`config.mk`:
```
export PLATFORM = sky130hd
export DESIGN_NAME = assoc_mode_advisor
export DESIGN_NICKNAME = d
export VERILOG_FILES = /design/src/rtl/mutative_types.sv /design/src/rtl/assoc_tag_history.sv /design/src/rtl/assoc_mode_advisor.sv
export SDC_FILE = /design/constraint.sdc
export NUM_CORES = 1
export LEC_CHECK = 0
export CAP_MARGIN = 40
export CORE_ASPECT_RATIO = 1.2
export CORE_MARGIN = 3
export CORE_UTILIZATION = 55
export CTS_CLUSTER_DIAMETER = 30
export DETAILED_ROUTE_END_ITERATION = 6
export PLACE_DENSITY = 0.79
export SETUP_SLACK_MARGIN = 0.4
export SLEW_MARGIN = 10
export SYNTH_ARGS = -nofsm -noshare
export SYNTH_HDL_FRONTEND = slang
export SYNTH_SLANG_ARGS = --single-unit
```
`constraint.sdc`:
```
create_clock -name clk -period 21.1 [get_ports clk]
set_input_delay 4.22 -clock clk [delete_from_list [all_inputs] [get_ports clk]]
set_output_delay 4.22 -clock clk [all_outputs]
set_load 0.02 [all_outputs]
```
`src/rtl/mutative_types.sv`:
```
// Shared types for the mutative cache: address layout and mode encoding.
// Exports cache_address_t, SET_BITS, TAG_BITS, OFFSET_BITS, setup_t, step_toward().
package mutative_types;

    localparam int SET_BITS    = 4;
    localparam int TAG_BITS    = 23;
    localparam int OFFSET_BITS = 32 - TAG_BITS - SET_BITS;

    typedef struct packed {
        logic [TAG_BITS-1:0]    tag;
        logic [SET_BITS-1:0]    set_index;
        logic [OFFSET_BITS-1:0] offset;
    } cache_address_t;

    typedef enum logic [1:0] {
        DM   = 2'd0,
        WAY2 = 2'd1,
        WAY4 = 2'd2,
        WAY8 = 2'd3
    } setup_t;

    // One mode step from cur toward want (callers guarantee cur != want).
    function automatic logic [1:0] step_toward(
        input logic [1:0] cur,
        input logic [1:0] want
    );
        return (want > cur) ? cur + 2'd1 : cur - 2'd1;
    endfunction

endpackage

```
`src/rtl/assoc_tag_history.sv`:
```
// Per-set {valid, last tag} history used to detect set conflicts.
// Ports: clk, rst, clear (flush valids), set_index/tag (lookup + write), wr_en, conflict.
module assoc_tag_history #(
    parameter int SET_BITS = 4,
    parameter int TAG_BITS = 23
) (
    input  logic                clk,
    input  logic                rst,
    input  logic                clear,
    input  logic [SET_BITS-1:0] set_index,
    input  logic [TAG_BITS-1:0] tag,
    input  logic                wr_en,
    output logic                conflict
);
    import mutative_types::*;

    localparam int SETS = 1 << SET_BITS;

    logic [SETS-1:0]     valid_q;
    logic [TAG_BITS-1:0] tag_q [SETS];

    // A differing tag in a valid entry is a conflict; empty entries are not.
    assign conflict = valid_q[set_index] && (tag_q[set_index] != tag);

    always_ff @(posedge clk or posedge rst) begin
        if (rst) begin
            valid_q <= '0;
        end else if (clear) begin
            valid_q <= '0;
        end else if (wr_en) begin
            valid_q[set_index] <= 1'b1;
        end
    end

    always_ff @(posedge clk or posedge rst) begin
        if (rst) begin
            tag_q <= '{default: '0};
        end else if (wr_en) begin
            tag_q[set_index] <= tag;
        end
    end

endmodule

```
`src/rtl/assoc_mode_advisor.sv`:
```
// Epoch-based associativity advisor: counts conflicts/PLRU bias, proposes one mode step.
// Ports: clk, rst, cache_address, cpu_request, cache_ready, setup, plru_bit0, tie,
//        setup_ready in; setup_valid, setup_update out. Optional: ASSOC_TIE_HOLD_EN.
module assoc_mode_advisor #(
    parameter int EPOCH_LEN = 1024,
    parameter int SET_BITS  = mutative_types::SET_BITS,
    parameter int TAG_BITS  = mutative_types::TAG_BITS
) (
    input  logic                           clk,
    input  logic                           rst,
    input  mutative_types::cache_address_t cache_address,
    input  logic                           cpu_request,
    input  logic                           cache_ready,
    input  logic [1:0]                     setup,
    input  logic                           plru_bit0,
    input  logic                           tie,
    input  logic                           setup_ready,
    output logic                           setup_valid,
    output logic [1:0]                     setup_update
);
    import mutative_types::*;

    localparam int OFF_BITS = 32 - TAG_BITS - SET_BITS;
    localparam int CW = $clog2(EPOCH_LEN) + 1;
    localparam int PW = CW + 5;
    localparam logic [CW-1:0] LAST = CW'(EPOCH_LEN - 1);
    localparam logic [PW-1:0] EL   = PW'(EPOCH_LEN);
    localparam logic [PW-1:0] EL3  = PW'(3 * EPOCH_LEN);

    logic [TAG_BITS-1:0] acc_tag;
    logic [SET_BITS-1:0] acc_set;
    logic [OFF_BITS-1:0] unused_offset;

    assign acc_tag       = cache_address[31 -: TAG_BITS];
    assign acc_set       = cache_address[OFF_BITS +: SET_BITS];
    assign unused_offset = cache_address[OFF_BITS-1:0];

    logic [CW-1:0] acc_cnt, conf_cnt, left_cnt;
    logic [CW-1:0] conf_nxt, left_nxt;
    logic          complete, handshake, epoch_end;
    logic          conflict, hold;
    logic [PW-1:0] conf_p, left_p;
    logic [1:0]    desired;

    // Accesses completing while a proposal is pending are not observed.
    assign complete  = cpu_request && cache_ready && !setup_valid;
    assign handshake = setup_valid && setup_ready;
    assign epoch_end = complete && (acc_cnt == LAST);

    assign conf_nxt = conf_cnt + CW'(conflict);
    assign left_nxt = left_cnt + CW'(plru_bit0);
    assign conf_p   = PW'(conf_nxt);
    assign left_p   = PW'(left_nxt);

`ifdef ASSOC_TIE_HOLD_EN
    logic [CW-1:0] tie_cnt, tie_nxt;
    logic [PW-1:0] tie_p;

    assign tie_nxt = tie_cnt + CW'(tie);
    assign tie_p   = PW'(tie_nxt);
    assign hold    = (tie_p << 1) >= EL;

    always_ff @(posedge clk or posedge rst) begin
        if (rst) begin
            tie_cnt <= '0;
        end else if (complete) begin
            tie_cnt <= epoch_end ? '0 : tie_nxt;
        end
    end
`else
    logic unused_tie;

    assign unused_tie = tie;
    assign hold       = 1'b0;
`endif

    always_comb begin
        desired = 2'd3;
        if ((conf_p << 4) < EL) begin
            desired = 2'd0;
        end else if ((conf_p << 3) < EL) begin
            desired = 2'd1;
        end else if ((conf_p << 2) < EL) begin
            desired = 2'd2;
        end
        // Strongly skewed PLRU root means one half dominates: lean wider.
        if (((left_p << 2) > EL3 || (left_p << 2) < EL) && desired != 2'd3) begin
            desired = desired + 2'd1;
        end
    end

    assoc_tag_history #(
        .SET_BITS (SET_BITS),
        .TAG_BITS (TAG_BITS)
    ) u_hist (
        .clk       (clk),
        .rst       (rst),
        .clear     (handshake),
        .set_index (acc_set),
        .tag       (acc_tag),
        .wr_en     (complete),
        .conflict  (conflict)
    );

    always_ff @(posedge clk or posedge rst) begin
        if (rst) begin
            acc_cnt  <= '0;
            conf_cnt <= '0;
            left_cnt <= '0;
        end else if (complete) begin
            if (epoch_end) begin
                acc_cnt  <= '0;
                conf_cnt <= '0;
                left_cnt <= '0;
            end else begin
                acc_cnt  <= acc_cnt + 1'b1;
                conf_cnt <= conf_nxt;
                left_cnt <= left_nxt;
            end
        end
    end

    always_ff @(posedge clk or posedge rst) begin
        if (rst) begin
            setup_valid  <= 1'b0;
            setup_update <= 2'd0;
        end else if (handshake) begin
            setup_valid  <= 1'b0;
            setup_update <= 2'd0;
        end else if (epoch_end && desired != setup && !hold) begin
            setup_valid  <= 1'b1;
            setup_update <= step_toward(setup, desired);
        end
    end

endmodule

```
==> impl_metrics.py, run 1 <==
metrics = {
    "global_route": {
        "grt_use_met1": 0.320,
        "grt-ovfl-total": 0,
        "grt_max_degree": 193,
        "grtUsageMet2": 0.419,
        "grt.busiest_layer": "met2",
        "grt_pass1_vias": 12900,
        "grt_use_met3": 0.0500,
        "antenna_found_initial": 1,
        "grt_pass1_wl_um": 72900,
        "grtUsageTotal": 0.251,
    },
    "worst_setup_path": {
        "critical-path-top-delay-family": "buffers and inverters",
        "r2r-start": "u_hist.tag_q[108]",
        "rr_worst_depth": 19,
        "worstPathMaxFanout": 37,
        "arrival_ns": 10.70,
        "crit_slowest_cell": "nor4_1",
        "critPathRequiredTime_ns": 21.53,
        "cp-end-kind": "register",
        "r2r_end": "setup_update[1]",
        "path_cells": "buf_4 > buf_4 > buf_4 > mux4_2 > mux2i_1 > mux2i_1 > xnor2_1 > nand4_1 > nor4_1 > a31oi_1 > ha_1 > ha_1 > nand3_1 > nor2_1 > and3_1 > o41ai_1 > o211ai_1 > ha_1 > nor2b_1 > o21ai_0 > xnor2_1 > o21ai_0",
        "crit_buf_inv": 3,
        "ff2ff_setup_slack_ns": 15.83,
        "cp-start-kind": "input pin",
        "max_stage_delay_ns": 0.74,
        "worstSetupPathType": "input pin to register",
    },
    "cells_and_area": {
        "fillers": 2310,
        "area.sequential_mm2": 0.0105,
        "nNetsFinal": 1446,
        "design_area_mm2": 0.0235,
        "drive_above_1_share": 0.447,
        "area_delta_synth_final_pct": 19.3,
        "multi_input_area_mm2": 0.00867,
    },
    "flow_run": {
        "max_cap_violations": 0,
    },
    "routing": {
        "firstDrtPassIters": 5,
        "drc": 0,
        "vias_per_cell": 6.18,
        "dr_total_vias": 11900,
        "avgRoutedWirePerCell_um": 24.1,
        "ant_nets": 0,
        "wl_um": 46400,
        "drt-initial-drc-count": 749,
    },
    "clock_tree": {
        "cts_setup_buffers": 0,
        "htree_levels": 3,
        "post_cts_resized": 0,
        "clkLatencyLatePin_ns": 0.60,
        "clk_pin_slew_worst_paths_ns": 0.05,
        "root_buffer": "clkbuf_16",
        "cts_tree": "built",
        "cts_buffers": 77,
        "cts_hold_repair.buffers": 0,
        "clock-sinks": 420,
        "cts_buffer_depth": 3,
    },
    "yosys": {
        "ys_seq_area_frac": 0.534,
        "synth.top_cell.area_share": 0.534,
        "syn-num-nets": 1403,
        "synth_edf_count": 0,
        "synth_flop_cell": "dfrtp_1",
        "synth_area_per_cell_um2": 14.5,
        "synth-seq-cells": 420,
        "async_reset_ff_frac": 1.00,
        "synth_cell_types": 51,
        "synth_area_leader_cell": "dfrtp_1",
        "syn_area_mm2": 0.0197,
        "yosysWarnings": 0,
        "syn_inst": 1355,
        "synth.area.top_cells": "dfrtp_1 (53%), mux2_2 (21%), mux4_2 (10%), mux2i_1 (2.2%), xnor2_1 (1.1%)",
    },
    "placement": {
        "port_buffers": 37,
        "gp_congestion": 0.796,
        "hpwl_um": 26600,
        "place_area_mm2": 0.0208,
    },
    "floorplan": {
        "die_x_um": 179,
        "pin_count": 44,
        "dieArea_mm2": 0.0381,
        "initial_core_util": 0.560,
        "fp-row-count": 75,
        "die_h_um": 213,
        "core-area_mm2": 0.0352,
    },
    "timing": {
        "finalSetupViolCount": 0,
        "rsz0062_at_grt": "no",
        "period_needed_ns": 10.27,
        "maxSlewHeadroom": 0.338,
        "finalHoldViolations": 0,
        "slew_violations": 0,
        "fin_crit_sh": 0.487,
        "tns_ns": 0,
        "finalClockSkew_ns": 0.0334,
        "worstMarginPinSlew_ns": 0.993,
        "fmax_mhz": 97.4,
    },
    "status": {
        "status": "finished, final reports clean",
    },
    "worst_hold_path": {
        "min_path_type": "register to register",
        "whs_endpoint": "acc_cnt[6]",
        "hold_depth": 1,
        "hp-start": "acc_cnt[6]",
    },
    "power": {
        "leakagePower_nw": 10.4,
        "powerDensity_mw_per_mm2": 114,
        "peakVddDrop_uv": 58.9,
    },
}
-- state kept, by name (all words and copies together) (netlist names) --
signal          flops
setup_update        2
u_hist.valid_q     16
acc_cnt            11
left_cnt           11
setup_valid         1
u_hist.tag_q      368
conf_cnt           11
-- metrics by stage --
stage | utilization | setup WS [ns] | std cells | power [W] | hold slack [ns]
6_report | 0.667 | 10.83 | 1924 | 0.00267 | 0.462
5_1_grt | 0.667 | 10.41 | 1924 | 0.00277 | 0.479
4_1_cts | 0.667 | 10.77 | 1923 | 0.00268 | 0.466
3_5_place_dp | 0.590 | 10.26 | 1781 | 0.00139 | 0.460
3_3_place_gp | 0.577 | 10.26 | 1762 | 0.00135 | 0.454
2_1_floorplan | - | 5.19 | 1355 | 0.00130 | 0.438
-- per-layer routing --
metal / part of all wire / up-vias / wire [µm]
met5: 0 / - / 0
met4: 0.033 / 0 / 1550
met3: 0.050 / 107 / 2300
met2: 0.51 / 323 / 23800
met1: 0.40 / 6320 / 18700
li1: - / 5134 / -
-- how the worst max path moves through the flow --
stage                      from              end  slack, ns  depth (start not counted)
3_5_place_dp   cache_address[5]  setup_update[1]      10.26                         22
2_1_floorplan               rst       acc_cnt[0]       5.19                          1
4_1_cts        cache_address[5]  setup_update[1]      10.77                         22
6_report       cache_address[5]  setup_update[1]      10.83                         22
5_1_grt        cache_address[5]  setup_update[1]      10.41                         22
3_3_place_gp   cache_address[5]  setup_update[1]      10.26                         22
-- area by class of cell --
| type | instances | area share |
|---|---|---|
| multi-input combinational | 816 | 0.369 |
| clock inverter | 52 | 0.0275 |
| inverter | 14 | 0.00256 |
| clock buffer | 90 | 0.0884 |
| tap | 462 | 0.0246 |
| sequential | 420 | 0.447 |
| antenna | 1 | 0.000107 |
| timing repair buffer | 69 | 0.0401 |
-- power by group --
group / switching (W) / internal (W)
clock: 0.000440 / 0.000839
combinational: 0.000139 / 0.000206
sequential: 0.0000856 / 0.000957
-- layout by cell type, fill, tap and decap left out, types with 9 or more instances in the layout --
master,count
dfrtp_1,420
mux2_2,368
mux4_2,90
clkbuf_16,78
nand2_1,44
mux2i_1,44
o21ai_0,34
clkdlybuf4s50_1,34
nor2_1,24
xnor2_1,24
nand3_1,20
buf_4,14
inv_1,13
xor2_1,13
inv_6,12
clkinvlp_4,12
buf_16,12
a21oi_1,11
nor2_4,10
o21a_1,10
bufinv_16,10
nand4_1,9
nor2b_1,9
a211oi_1,9
-- cell usage after synthesis, types with 10 or more instances --
cell type,number
mux4_2,90
o21ai_0,34
xor2_1,13
xnor2_1,24
a21oi_1,11
clkbuf_1,43
o21a_1,10
nand3_1,22
dfrtp_1,420
nor2_1,34
inv_1,14
buf_2,35
mux2i_1,44
mux2_2,368
buf_4,23
nand2_1,44
-- kinds of logic after synthesis --
| kind of cell | Yosys count | share of synthesized area |
|---|---|---|
| mux | 505 | 0.340 |
| flops | 420 | 0.534 |
| simple gates | 164 | 0.0414 |
| buf+inv | 119 | 0.0309 |
| compound gates | 103 | 0.0335 |
| xor+xnor | 37 | 0.0165 |
| fa+ha+maj | 7 | 0.00445 |
(Power assumes the default switching activity.)
==> run 2, diff against run 1 <==
==> constraint.sdc (replaced) <==
create_clock -name clk -period 9.5 [get_ports clk]
set_input_delay 1.9 -clock clk [delete_from_list [all_inputs] [get_ports clk]]
set_output_delay 1.9 -clock clk [all_outputs]
set_load 0.02 [all_outputs]
==> run 2 against run 1 <==
Clock power increased by 130%. Routed wire length is 0.92% higher. Largest cell class unchanged. Critical path depth down 2. Sequential share of layout area shrank 0.34 points. Critical endpoint unchanged. Sequential power grew 120%. Power is 130% higher.
==> impl_metrics.py, run 2 (synthesis results as in run 1) <==
metrics = {
    "status": {
        "status": "finished, final reports clean",
    },
    "routing": {
        "ant_nets": 0,
        "dr_total_vias": 11900,
        "wl_um": 46800,
        "avgRoutedWirePerCell_um": 24.2,
        "drc": 0,
        "vias_per_cell": 6.18,
        "firstDrtPassIters": 6,
        "drt-initial-drc-count": 755,
    },
    "clock_tree": {
        "root_buffer": "clkbuf_16",
        "clk_pin_slew_worst_paths_ns": 0.05,
        "htree_levels": 3,
        "cts_setup_buffers": 0,
        "cts_hold_repair.buffers": 0,
        "post_cts_resized": 0,
        "cts_buffer_depth": 3,
        "cts_tree": "built",
        "clock-sinks": 420,
        "cts_buffers": 80,
        "clkLatencyLatePin_ns": 0.57,
    },
    "cells_and_area": {
        "design_area_mm2": 0.0237,
        "nNetsFinal": 1454,
        "top_register": "u_hist.tag_q",
        "final_common_cell": "dfrtp_1",
        "top_regs": "u_hist.tag_q x368, u_hist.valid_q x16",
        "area.sequential_mm2": 0.0105,
        "antenna_cells": 0,
        "multi_input_area_mm2": 0.00867,
        "final_cell_mix": "dfrtp_1 (420), mux2_2 (368), mux4_2 (90), clkbuf_16 (82)",
        "drive_above_1_share": 0.447,
        "area_delta_synth_final_pct": 20.2,
        "fillers": 2250,
        "largest_reg_flops": 368,
    },
    "timing": {
        "worstMarginPinSlew_ns": 0.787,
        "maxSlewHeadroom": 0.475,
        "period_needed_ns": 6.94,
        "finalHoldViolations": 0,
        "tns_ns": 0,
        "finalSetupViolCount": 0,
        "slew_violations": 0,
        "hold_slack_ns": 0.472,
        "rsz0062_at_grt": "no",
        "fmax_mhz": 144,
        "finalClockSkew_ns": 0.0225,
        "fin_crit_sh": 0.730,
    },
    "power": {
        "peakVddDrop_uv": 157,
        "powerDensity_mw_per_mm2": 256,
        "finalPower_w": 0.00605,
        "leakagePower_nw": 10.5,
    },
    "global_route": {
        "grt_use_met3": 0.0402,
        "grt.busiest_layer": "met2",
        "grt_max_degree": 149,
        "grtUsageMet2": 0.434,
        "grt-ovfl-total": 0,
        "grt_pass1_vias": 13000,
        "antenna_found_initial": 0,
        "grt_use_met1": 0.324,
        "grtUsageTotal": 0.254,
        "grt_pass1_wl_um": 73800,
    },
    "floorplan": {
        "dieArea_mm2": 0.0381,
        "die_x_um": 179,
        "core-area_mm2": 0.0352,
        "die_h_um": 213,
        "initial_core_util": 0.560,
        "fp-row-count": 75,
        "pin_count": 44,
    },
    "worst_hold_path": {
        "min_path_type": "register to register",
    },
    "worst_setup_path": {
        "cp-end-kind": "register",
        "arrival_ns": 7.38,
        "critPathRequiredTime_ns": 9.94,
        "worstSetupPathType": "input pin to register",
        "worstPathMaxFanout": 34,
        "cp-start-kind": "input pin",
    },
    "placement": {
        "place_area_mm2": 0.0208,
        "hpwl_um": 26800,
        "port_buffers": 37,
        "gp_congestion": 0.811,
    },
    "flow_run": {
        "max_cap_violations": 0,
    },
}
==> run 2: changes by cell type in the layout (fill, tap and decap cells not counted), sizes merged <==
cell	before	now
diode	1	0
clkinv	15	18
inv	29	19
clkinvlp	12	11
buf	35	40
bufinv	10	13
clkbuf	90	99
==> run 2: layer usage <==
layer / vias to the layer above / wire (µm) / share of wire
met1: 6346 / 19000 / 0.41
li1: 5152 / - / -
met2: 321 / 24200 / 0.52
met4: 0 / 1650 / 0.035
met5: - / 0 / 0
met3: 114 / 1870 / 0.040
==> run 2: worst paths after layout <==
path / start / to / slack (ns) / cells after the start
max: cache_address[5] / setup_update[1] / 2.56 / 20
min: acc_cnt[8] / acc_cnt[8] / 0.47 / 1
max reg2reg: u_hist.tag_q[315] / setup_update[1] / 4.57 / 19
min reg2reg: acc_cnt[8] / acc_cnt[8] / 0.47 / 1
max in group asynchronous: rst / u_hist.tag_q[215] / 5.81 / 5
min in group asynchronous: rst / setup_valid / 1.70 / 2
==> run 2: cell type report <==
cell class,count,area share
Clock buffer,99,0.0928
Clock inverter,47,0.0279
Inverter,14,0.00238
Multi-Input combinational cell,816,0.366
Sequential cell,420,0.444
Tap cell,462,0.0244
Timing Repair Buffer,74,0.0420
==> run 2: report_power, final <==
| part | internal [W] | switching, W |
|---|---|---|
| clock network | 0.00200 | 0.000963 |
| logic | 0.000457 | 0.000312 |
| registers | 0.00213 | 0.000189 |
==> run 2: metrics by stage <==
stage / setup slack, ns / instances / utilization
finish: 2.56 / 1932 / 0.672
global route: 2.07 / 1932 / 0.672
CTS: 2.52 / 1932 / 0.672
detailed placement: 1.97 / 1786 / 0.591
global placement: 2.03 / 1768 / 0.578
floorplan: 1.93 / 1355 / -
==> run 2: worst max-delay path: stages <==
cell and delay, ns:
buf_4 0.51, buf_4 0.58, mux4_4 0.71, mux4_2 0.51, xnor2_1 0.18, nand2_1 0.12, nor4_1 0.32, a31oi_1 0.17
ha_1 0.24, ha_1 0.22, nand3_1 0.09, nor2_1 0.08, and3_1 0.24, o41ai_1 0.43, o211ai_1 0.18, ha_1 0.32
nor2b_1 0.13, o21ai_0 0.19, xnor2_1 0.14, o21ai_0 0.09
